$ cat config.mk
export PLATFORM = sky130hd
export DESIGN_NAME = pong_game_ctrl
export DESIGN_NICKNAME = d
export VERILOG_FILES = /design/src/rtl/pong_game_ctrl.sv
export SDC_FILE = /design/constraint.sdc
export NUM_CORES = 1
export LEC_CHECK = 0
export ABC_AREA = 0
export BUFFER_PORTS_ARGS = -buffer_cell sky130_fd_sc_hd__buf_4
export CORE_ASPECT_RATIO = 0.9
export CORE_MARGIN = 10
export CORE_UTILIZATION = 45
export CTS_BUF_LIST = sky130_fd_sc_hd__clkbuf_4 sky130_fd_sc_hd__clkbuf_8
export CTS_CLUSTER_DIAMETER = 40
export DETAILED_ROUTE_END_ITERATION = 7
export PLACE_DENSITY = 0.67
export SYNTH_ARGS = -nofsm -noshare
export SYNTH_HDL_FRONTEND = slang
export SYNTH_SLANG_ARGS = --single-unit
$ cat constraint.sdc
create_clock -name clk -period 1.69 [get_ports clk]
set_input_delay 0.169 -clock clk [delete_from_list [all_inputs] [get_ports clk]]
set_output_delay 0.169 -clock clk [all_outputs]
set_load 0.02 [all_outputs]
$ cat src/rtl/pong_game_ctrl.sv
// rtl/pong_game_ctrl.sv - pong match sequencer: serve/play/point FSM, scores, winner
// Optional: define PONG_CTRL_SERVE_ALTERNATE_EN to alternate serve direction on every scored point.
module pong_game_ctrl #(
  parameter int SCORE_W     = 4,
  parameter int WIN_SCORE   = 9,
  parameter int SERVE_DELAY = 4,
  parameter int POINT_DELAY = 8,
  parameter int CNT_W       = 4
) (
  input  logic               clk,
  input  logic               rst_n,
  input  logic               tick,
  input  logic               start,
  input  logic               miss_p1,
  input  logic               miss_p2,
  output logic               paddle_en,
  output logic               ball_en,
  output logic               ball_load,
  output logic               serve_dir,
  output logic [SCORE_W-1:0] score_p1,
  output logic [SCORE_W-1:0] score_p2,
  output logic [1:0]         winner,
  output logic [2:0]         state
);

  typedef enum logic [2:0] {
    S_IDLE  = 3'd0,
    S_SERVE = 3'd1,
    S_PLAY  = 3'd2,
    S_POINT = 3'd3,
    S_OVER  = 3'd4
  } state_t;

  localparam logic [CNT_W-1:0]   SERVE_LAST = CNT_W'(SERVE_DELAY - 1);
  localparam logic [CNT_W-1:0]   POINT_LAST = CNT_W'(POINT_DELAY - 1);
  localparam logic [SCORE_W-1:0] WIN_VAL    = SCORE_W'(WIN_SCORE);

  state_t             state_q, state_d;
  logic [CNT_W-1:0]   cnt_q, cnt_d;
  logic [SCORE_W-1:0] s1_q, s1_d, s2_q, s2_d;
  logic [1:0]         win_q, win_d;
  logic               dir_q, dir_d;
  logic               start_q;
  logic               pe_q, pe_d, be_q, be_d, bl_q, bl_d;
  logic               start_edge;

  assign start_edge = start & ~start_q;

  always_comb begin
    state_d = state_q;
    cnt_d   = cnt_q;
    s1_d    = s1_q;
    s2_d    = s2_q;
    win_d   = win_q;
    dir_d   = dir_q;
    case (state_q)
      S_IDLE, S_OVER: begin
        if (start_edge) begin
          s1_d    = '0;
          s2_d    = '0;
          win_d   = 2'b00;
          dir_d   = 1'b0;
          cnt_d   = '0;
          state_d = S_SERVE;
        end
      end
      S_SERVE: begin
        if (tick) begin
          if (cnt_q == SERVE_LAST) begin
            cnt_d   = '0;
            state_d = S_PLAY;
          end else begin
            cnt_d = cnt_q + CNT_W'(1);
          end
        end
      end
      S_PLAY: begin
        // A simultaneous double miss is treated as a replay: nobody scores.
        if (miss_p1 && miss_p2) begin
          cnt_d   = '0;
          state_d = S_SERVE;
        end else if (miss_p1 || miss_p2) begin
          if (miss_p1) s2_d = s2_q + SCORE_W'(1);
          else         s1_d = s1_q + SCORE_W'(1);
`ifdef PONG_CTRL_SERVE_ALTERNATE_EN
          dir_d = ~dir_q;
`else
          dir_d = miss_p2;
`endif
          cnt_d   = '0;
          state_d = S_POINT;
        end
      end
      S_POINT: begin
        if (tick) begin
          if (cnt_q == POINT_LAST) begin
            cnt_d = '0;
            if (s1_q == WIN_VAL) begin
              win_d   = 2'b01;
              state_d = S_OVER;
            end else if (s2_q == WIN_VAL) begin
              win_d   = 2'b10;
              state_d = S_OVER;
            end else begin
              state_d = S_SERVE;
            end
          end else begin
            cnt_d = cnt_q + CNT_W'(1);
          end
        end
      end
      default: state_d = S_IDLE;
    endcase
  end

  // Outputs are decoded from the next state so they change on the same edge as the state.
  always_comb begin
    pe_d = (state_d == S_SERVE) || (state_d == S_PLAY) || (state_d == S_POINT);
    be_d = (state_d == S_PLAY);
    bl_d = (state_q == S_SERVE) && (state_d == S_PLAY);
  end

  always_ff @(posedge clk or negedge rst_n) begin
    if (!rst_n) begin
      state_q <= S_IDLE;
      cnt_q   <= '0;
      s1_q    <= '0;
      s2_q    <= '0;
      win_q   <= 2'b00;
      dir_q   <= 1'b0;
      start_q <= 1'b1;
      pe_q    <= 1'b0;
      be_q    <= 1'b0;
      bl_q    <= 1'b0;
    end else begin
      state_q <= state_d;
      cnt_q   <= cnt_d;
      s1_q    <= s1_d;
      s2_q    <= s2_d;
      win_q   <= win_d;
      dir_q   <= dir_d;
      start_q <= start;
      pe_q    <= pe_d;
      be_q    <= be_d;
      bl_q    <= bl_d;
    end
  end

  assign paddle_en = pe_q;
  assign ball_en   = be_q;
  assign ball_load = bl_q;
  assign serve_dir = dir_q;
  assign score_p1  = s1_q;
  assign score_p2  = s2_q;
  assign winner    = win_q;
  assign state     = state_q;

endmodule

==> key figures, run 1 <==
Logic synthesis
  – Register area share after synthesis: 46.1%
  – Synth Register Bits: 22
  – Syn nets: 128
  – Synth Warn #: 0
  – Top cells by area, synth: dfrtp_1, ha_1, nand4b_1
  – Mapped Area: 0.00120 mm^2
  – Syn Inst Count: 117
  – Yosys cell types: 38
  – Yosys top cell area share: 43.9%
  – Yosys top cell by area: dfrtp_1
  – Avg Cell Area, Syn: 10.2 um^2

Detailed routing
  – Routed vias: 988
  – DR vias/cell: 5.65
  – Drt drc: 0
  – Wirelength per Cell: 15.8 um
  – Pre-Repair DR Iteration Count: 4
  – WL final: 2.77 mm
  – Post-route ant nets: 0
  – DR iter-0 viols: 27

Die
  – Core ar.: 0.00249 mm^2
  – IO Pins: 23
  – Chip Width: 74.4 um
  – Die Footprint: 0.00513 mm^2
  – Die H: 68.9 um
  – # rows: 17
  – Initial Util: 48.1%

Cells and area
  – Non-Filler Instances: 175
  – Most frequent cells in the layout: buf_4, dfrtp_1, nand2_1
  – Final Net Count: 159
  – Multi-input gate area: 604 um^2
  – Register area: 552 um^2
  – Leading cell type in the layout, fill and taps excluded: buf_4
  – Area growth syn-to-layout: 23.3%
  – # diodes: 0
  – Filler cell count: 223
  – Share of cells above drive strength 1: 24.5%

GRT
  – Total gr overflow: 0
  – First-pass GRT wire length: 4.47 mm
  – Number of global-route vias before repair: 993
  – Largest net degree at the start of global routing: 23
  – GRT Resource Usage Total: 10.8%
  – Initial antenna violation count: 0

Power
  – Peak VDD IR: 887 uV
  – Pwr dens: 1330 mW/mm^2
  – Pwr Total: 1970 uW
  – Lkg Pwr: 0.000742 uW

Setup path
  – Crit path launch type: flip-flop
  – CP Capture Type: flip-flop
  – FF-to-FF path depth: 4
  – Reg-to-reg slack, setup: 100 ps
  – Worst-path cell chain: or4b_1, o31a_1, o21ai_1, nor3_1
  – Req. time, crit path: 1880 ps
  – WP buf/inv: 0
  – Family with the most delay on the worst path: simple AND/OR/NAND/NOR gates
  – Arr. time, crit path: 1780 ps
  – Critical Path Max Stage Delay: 680 ps
  – Critical setup path kind: flip-flop to flip-flop
  – Crit path max fanout: 7
  – RR Startpoint: state[1]
  – Reg2reg end: ball_en
  – CP max stage cell: or4b_1

Place
  – Input/output buffers: 22
  – Cell total after placement: 169
  – GP Congestion: 0.843
  – Post-DP HPWL: 2.04 mm
  – Dpl ws: 142 ps

Clock network
  – Resize count post-CTS: 0
  – Cts hold-fix bufs: 2
  – Worst-path clk slew: 130 ps
  – Maximum clock path buffer count: 2
  – Postcts setup bufs: 0
  – Sink Count: 22
  – CTS tree: built
  – H-Tree Depth: 1
  – Clk_lat worst skew: 310 ps
  – Root Driver: clkbuf_4
  – Num CTS Buffers: 3

Run
  – Max-cap violation count: 0

Min path
  – Hold Crit Endpoint: ball_load
  – WHS Path Cells: 3
  – Hold Crit Start: tick
  – Min-delay worst type: input port to flip-flop

Timing
  – Final setup vio count: 0
  – Setup WS post-layout: 99.7 ps
  – Hold Violations, Final: 0
  – Relative slew margins: 74.5%
  – FMAX: 629 MHz
  – Count of pins over their slew limit: 0
  – Min Clock Period, post-route: 1590 ps
  – RSZ-0062 raised after global routing: false
  – Final Skew: 2.91 ps
  – Final Cycle Share: 94.1%
  – Setup TNS: 0 ps
  – Slew of the pin with the lowest slew margin: 382 ps

Run status
  – Status: completed
==> power breakdown <==
group	internal, uW	total, uW	switching [uW]
logic	390	874	484
registers	658	798	140
clock network	132	296	164
total	1180	1970	788
==> registers in the layout (all words and copies together), names as in the netlist <==
signal     cells
cnt_q          4
score_p1       4
score_p2       4
state          3
winner         2
ball_en        1
ball_load      1
paddle_en      1
serve_dir      1
start_q        1
==> synthesized netlist by cell type <==
master / number
ha_1: 5
a221oi_2: 1
or2b_1: 1
dfstp_2: 1
o31a_1: 1
mux2i_1: 4
a31oi_1: 3
a21oi_1: 3
nand2_1: 10
inv_1: 7
nor2b_1: 1
nand4b_1: 5
or2_1: 1
nand3_1: 2
nor2_1: 9
dfrtp_1: 21
and3b_1: 1
o221ai_2: 1
nor4b_2: 1
a21o_1: 2
nand2b_1: 3
o2111ai_1: 1
o31ai_1: 1
nor3_1: 1
and2b_1: 1
nand3b_1: 4
xor2_1: 4
xnor2_1: 1
nor3b_2: 1
o21a_1: 1
o21ai_1: 6
or4b_1: 1
nor3b_1: 3
and2_1: 1
and3_1: 2
buf_2: 3
a31o_1: 2
o21ai_0: 1
==> kinds of logic after synthesis <==
group / after synthesis / synth area share [%]
compound gates: 23 / 13.7
xor+xnor: 5 / 3.66
flops: 22 / 46.1
simple gates: 48 / 24.6
fa+ha+maj: 5 / 5.22
buf+inv: 10 / 3.45
mux: 4 / 3.34
==> cell type report <==
cell class | instances | area share (%)
clock buffers | 4 | 2.46
well taps | 28 | 2.37
multi-input cells | 85 | 40.9
inverters | 7 | 1.78
flip-flops and latches | 22 | 37.4
repair buffers | 29 | 15.1
==> worst register-to-register path, cell delays in order (launching register included) <==
cell     delay, ps
dfrtp_1        440
or4b_1         680
o31a_1         190
o21ai_1         80
nor3_1          70
==> metal layers <==
layer	vias up	GRT usage (%)	share of wire (%)
met5	-	0	0
met4	0	3.42	1.2
met3	5	3.00	5.9
met2	21	17.8	46
met1	486	13.5	47
li1	476	-	-
==> how the worst max path moves through the flow <==
stage | start | end | slack (ps) | cells past startpoint
finish | state[1] | ball_en | 100 | 4
global route | state[0] | cnt_q[3] | 30 | 5
CTS | state[1] | ball_en | 110 | 4
detailed placement | state[1] | ball_en | 140 | 4
global placement | state[0] | ball_en | 150 | 4
floorplan | state[0] | ball_en | 110 | 5
==> through the flow <==
stage / instance area (um^2) / utilization, % / hold slack (ps)
finish: 1480 / 59.3 / 151
global route: 1480 / 59.3 / 171
CTS: 1480 / 59.3 / 144
detailed placement: 1420 / 57.1 / 75.3
global placement: 1420 / 57.1 / 72.1
floorplan: 1200 / - / -127
No activity file was read; power rests on OpenSTA's default activity.
==> run 2, diff against run 1 <==
- clock period: 1.69 -> 2.06 ns (I/O delays scaled with it)
==> key figures, run 2 (same netlist as run 1, synthesis figures left out) <==
Die
  – Die Footprint: 0.00513 mm^2 (unchanged)
  – Die H: 68.9 um (unchanged)
  – IO Pins: 23 (unchanged)
  – # rows: 17 (unchanged)
  – Core ar.: 0.00249 mm^2 (unchanged)
  – Chip Width: 74.4 um (unchanged)
  – Initial Util: 48.1% (unchanged)

Cells and area
  – Final Net Count: 156 (-1.9%)
  – Share of cells above drive strength 1: 22.9% (-1.6 points)
  – Filler cell count: 205 (-8.1%)
  – Area growth syn-to-layout: 21.4%
  – Leading cell type in the layout, fill and taps excluded: buf_4
  – # diodes: 0 (unchanged)
  – Most frequent cells in the layout: buf_4, dfrtp_1, nand2_1
  – Post-layout util: 58.4% (-0.91 points)

Setup path
  – Crit path max fanout: 10 (+3)
  – Crit path launch type: flip-flop
  – CP Capture Type: flip-flop
  – Req. time, crit path: 2250 ps (+370 ps)
  – Reg-to-reg slack, setup: 380 ps (+280 ps)
  – CP max stage cell: or4b_1
  – Worst-path cell chain: or4b_1, o31a_1, o21ai_1, nor3_1
  – Critical Path Max Stage Delay: 720 ps (+40 ps)
  – Arr. time, crit path: 1870 ps (+90 ps)
  – Critical setup path kind: flip-flop to flip-flop

Timing
  – FMAX: 594 MHz (-5.5%)
  – Final Skew: 6.32 ps (+3.42 ps)
  – Relative slew margins: 67.6% (-6.9 points)
  – Count of pins over their slew limit: 0 (unchanged)
  – Final Cycle Share: 81.7% (-12 points)
  – Min Clock Period, post-route: 1680 ps (+93.2 ps)
  – RSZ-0062 raised after global routing: false
  – Setup TNS: 0 ps (unchanged)
  – Final setup vio count: 0 (unchanged)
  – Slew of the pin with the lowest slew margin: 484 ps (+102 ps)
  – Hold Violations, Final: 0 (unchanged)

Run
  – Max-cap violation count: 0 (unchanged)

Place
  – Post-DP HPWL: 2.04 mm (about the same)
  – Input/output buffers: 22 (unchanged)
  – GP Congestion: 0.748 (-11%)

Power
  – Switch share: 39.7% (-0.32 points)
  – Net switching power: 628 uW (-20%)
  – Pwr dens: 1090 mW/mm^2 (-18%)
  – Internal power: 953 uW (-19%)
  – Lkg Pwr: 0.000727 uW (-2.1%)
  – Pwr Total: 1580 uW (-20%)
  – Peak VDD IR: 854 uV (-3.7%)
  – Clock Power Share: 14.6% (-0.4 points)
  – Sequential Power Share: 42.9% (+2.3 points)
  – Comb pwr share: 42.5% (-1.9 points)

Detailed routing
  – Pre-Repair DR Iteration Count: 4 (unchanged)
  – Post-route ant nets: 0 (unchanged)
  – DR iter-0 viols: 30 (+11%)
  – Drt drc: 0 (unchanged)
  – Wirelength per Cell: 15.3 um (-3.3%)
  – DR vias/cell: 5.54 (-1.9%)
  – WL final: 2.63 mm (-4.9%)
  – Routed vias: 953 (-3.5%)

Clock network
  – Root Driver: clkbuf_4
  – CTS tree: built
  – Worst-path clk slew: 110 ps (-20 ps)
  – Sink Count: 22 (unchanged)
  – Maximum clock path buffer count: 2 (unchanged)
  – Clk_lat worst skew: 300 ps (about the same)
  – Num CTS Buffers: 3 (unchanged)
  – Resize count post-CTS: 0 (unchanged)
  – H-Tree Depth: 1 (unchanged)

Min path
  – Min-delay worst type: input port to flip-flop

GRT
  – GRT Resource Usage Total: 10.3% (-0.57 points)
  – Initial antenna violation count: 0 (unchanged)
  – Largest net degree at the start of global routing: 23 (unchanged)
  – Number of global-route vias before repair: 923 (-7.0%)
  – First-pass GRT wire length: 4.24 mm (-5.1%)
  – Total gr overflow: 0 (unchanged)

Run status
  – Status: completed
[run 2: final timing paths]
check | startpoint | to | cells after the start
worst max-delay path | state[0] | ball_en | 4
worst min-delay path | tick | ball_load | 3
worst max register to register | state[0] | ball_en | 4
worst min register to register | serve_dir | serve_dir | 2
max in group asynchronous | rst_n | start_q | 2
min in group asynchronous | rst_n | cnt_q[3] | 2
[run 2: final cells by class]
| class | count | area, um^2 | area share, % |
|---|---|---|---|
| Tap cell | 28 | 35.0 | 2.41 |
| Sequential cell | 22 | 552 | 38.0 |
| Timing Repair Buffer | 26 | 200 | 13.8 |
| Inverter | 7 | 26.3 | 1.81 |
| Clock buffer | 4 | 36.3 | 2.50 |
| Multi-Input combinational cell | 85 | 604 | 41.6 |
[run 2: stage by stage]
step           setup WS, ps  std cells  cell area, um^2  hold WS (ps)
2_1_floorplan           485        117             1200         -89.6
3_3_place_gp            432        166             1400           110
3_5_place_dp            402        166             1400           109
4_1_cts                 369        171             1440          13.4
5_1_grt                 291        172             1450           177
6_report                377        172             1450           194
[run 2: per-layer routing]
metal,track usage [%],vias to the layer above,part of all wire [%]
li1,-,470,-
met1,13.5,459,48
met2,16.1,22,46
met3,3.85,2,5.8
met4,1.37,0,0.46
met5,0,-,0
[run 2: critical path: cells and delay by family (launching register included)]
family           cells  cell delay, ps
AND/OR/NAND/NOR      2             790
AO/OA/AOI/OAI        2             280
flip-flops           1             510
[run 2: timing repair]
item | 4_1_cts | 5_1_grt
endpoints found under the hold margin | 21 | 1
hold buffers | 1 | 1
buffers inserted | 0 | 0
[run 2: power by group through the flow]
stage	Combinational, uW	Clock [uW]	Sequential, uW
3_5_place_dp	673	0	686
2_1_floorplan	366	0	742
4_1_cts	678	242	680
6_report	672	231	678
5_1_grt	750	257	701
3_3_place_gp	666	0	677
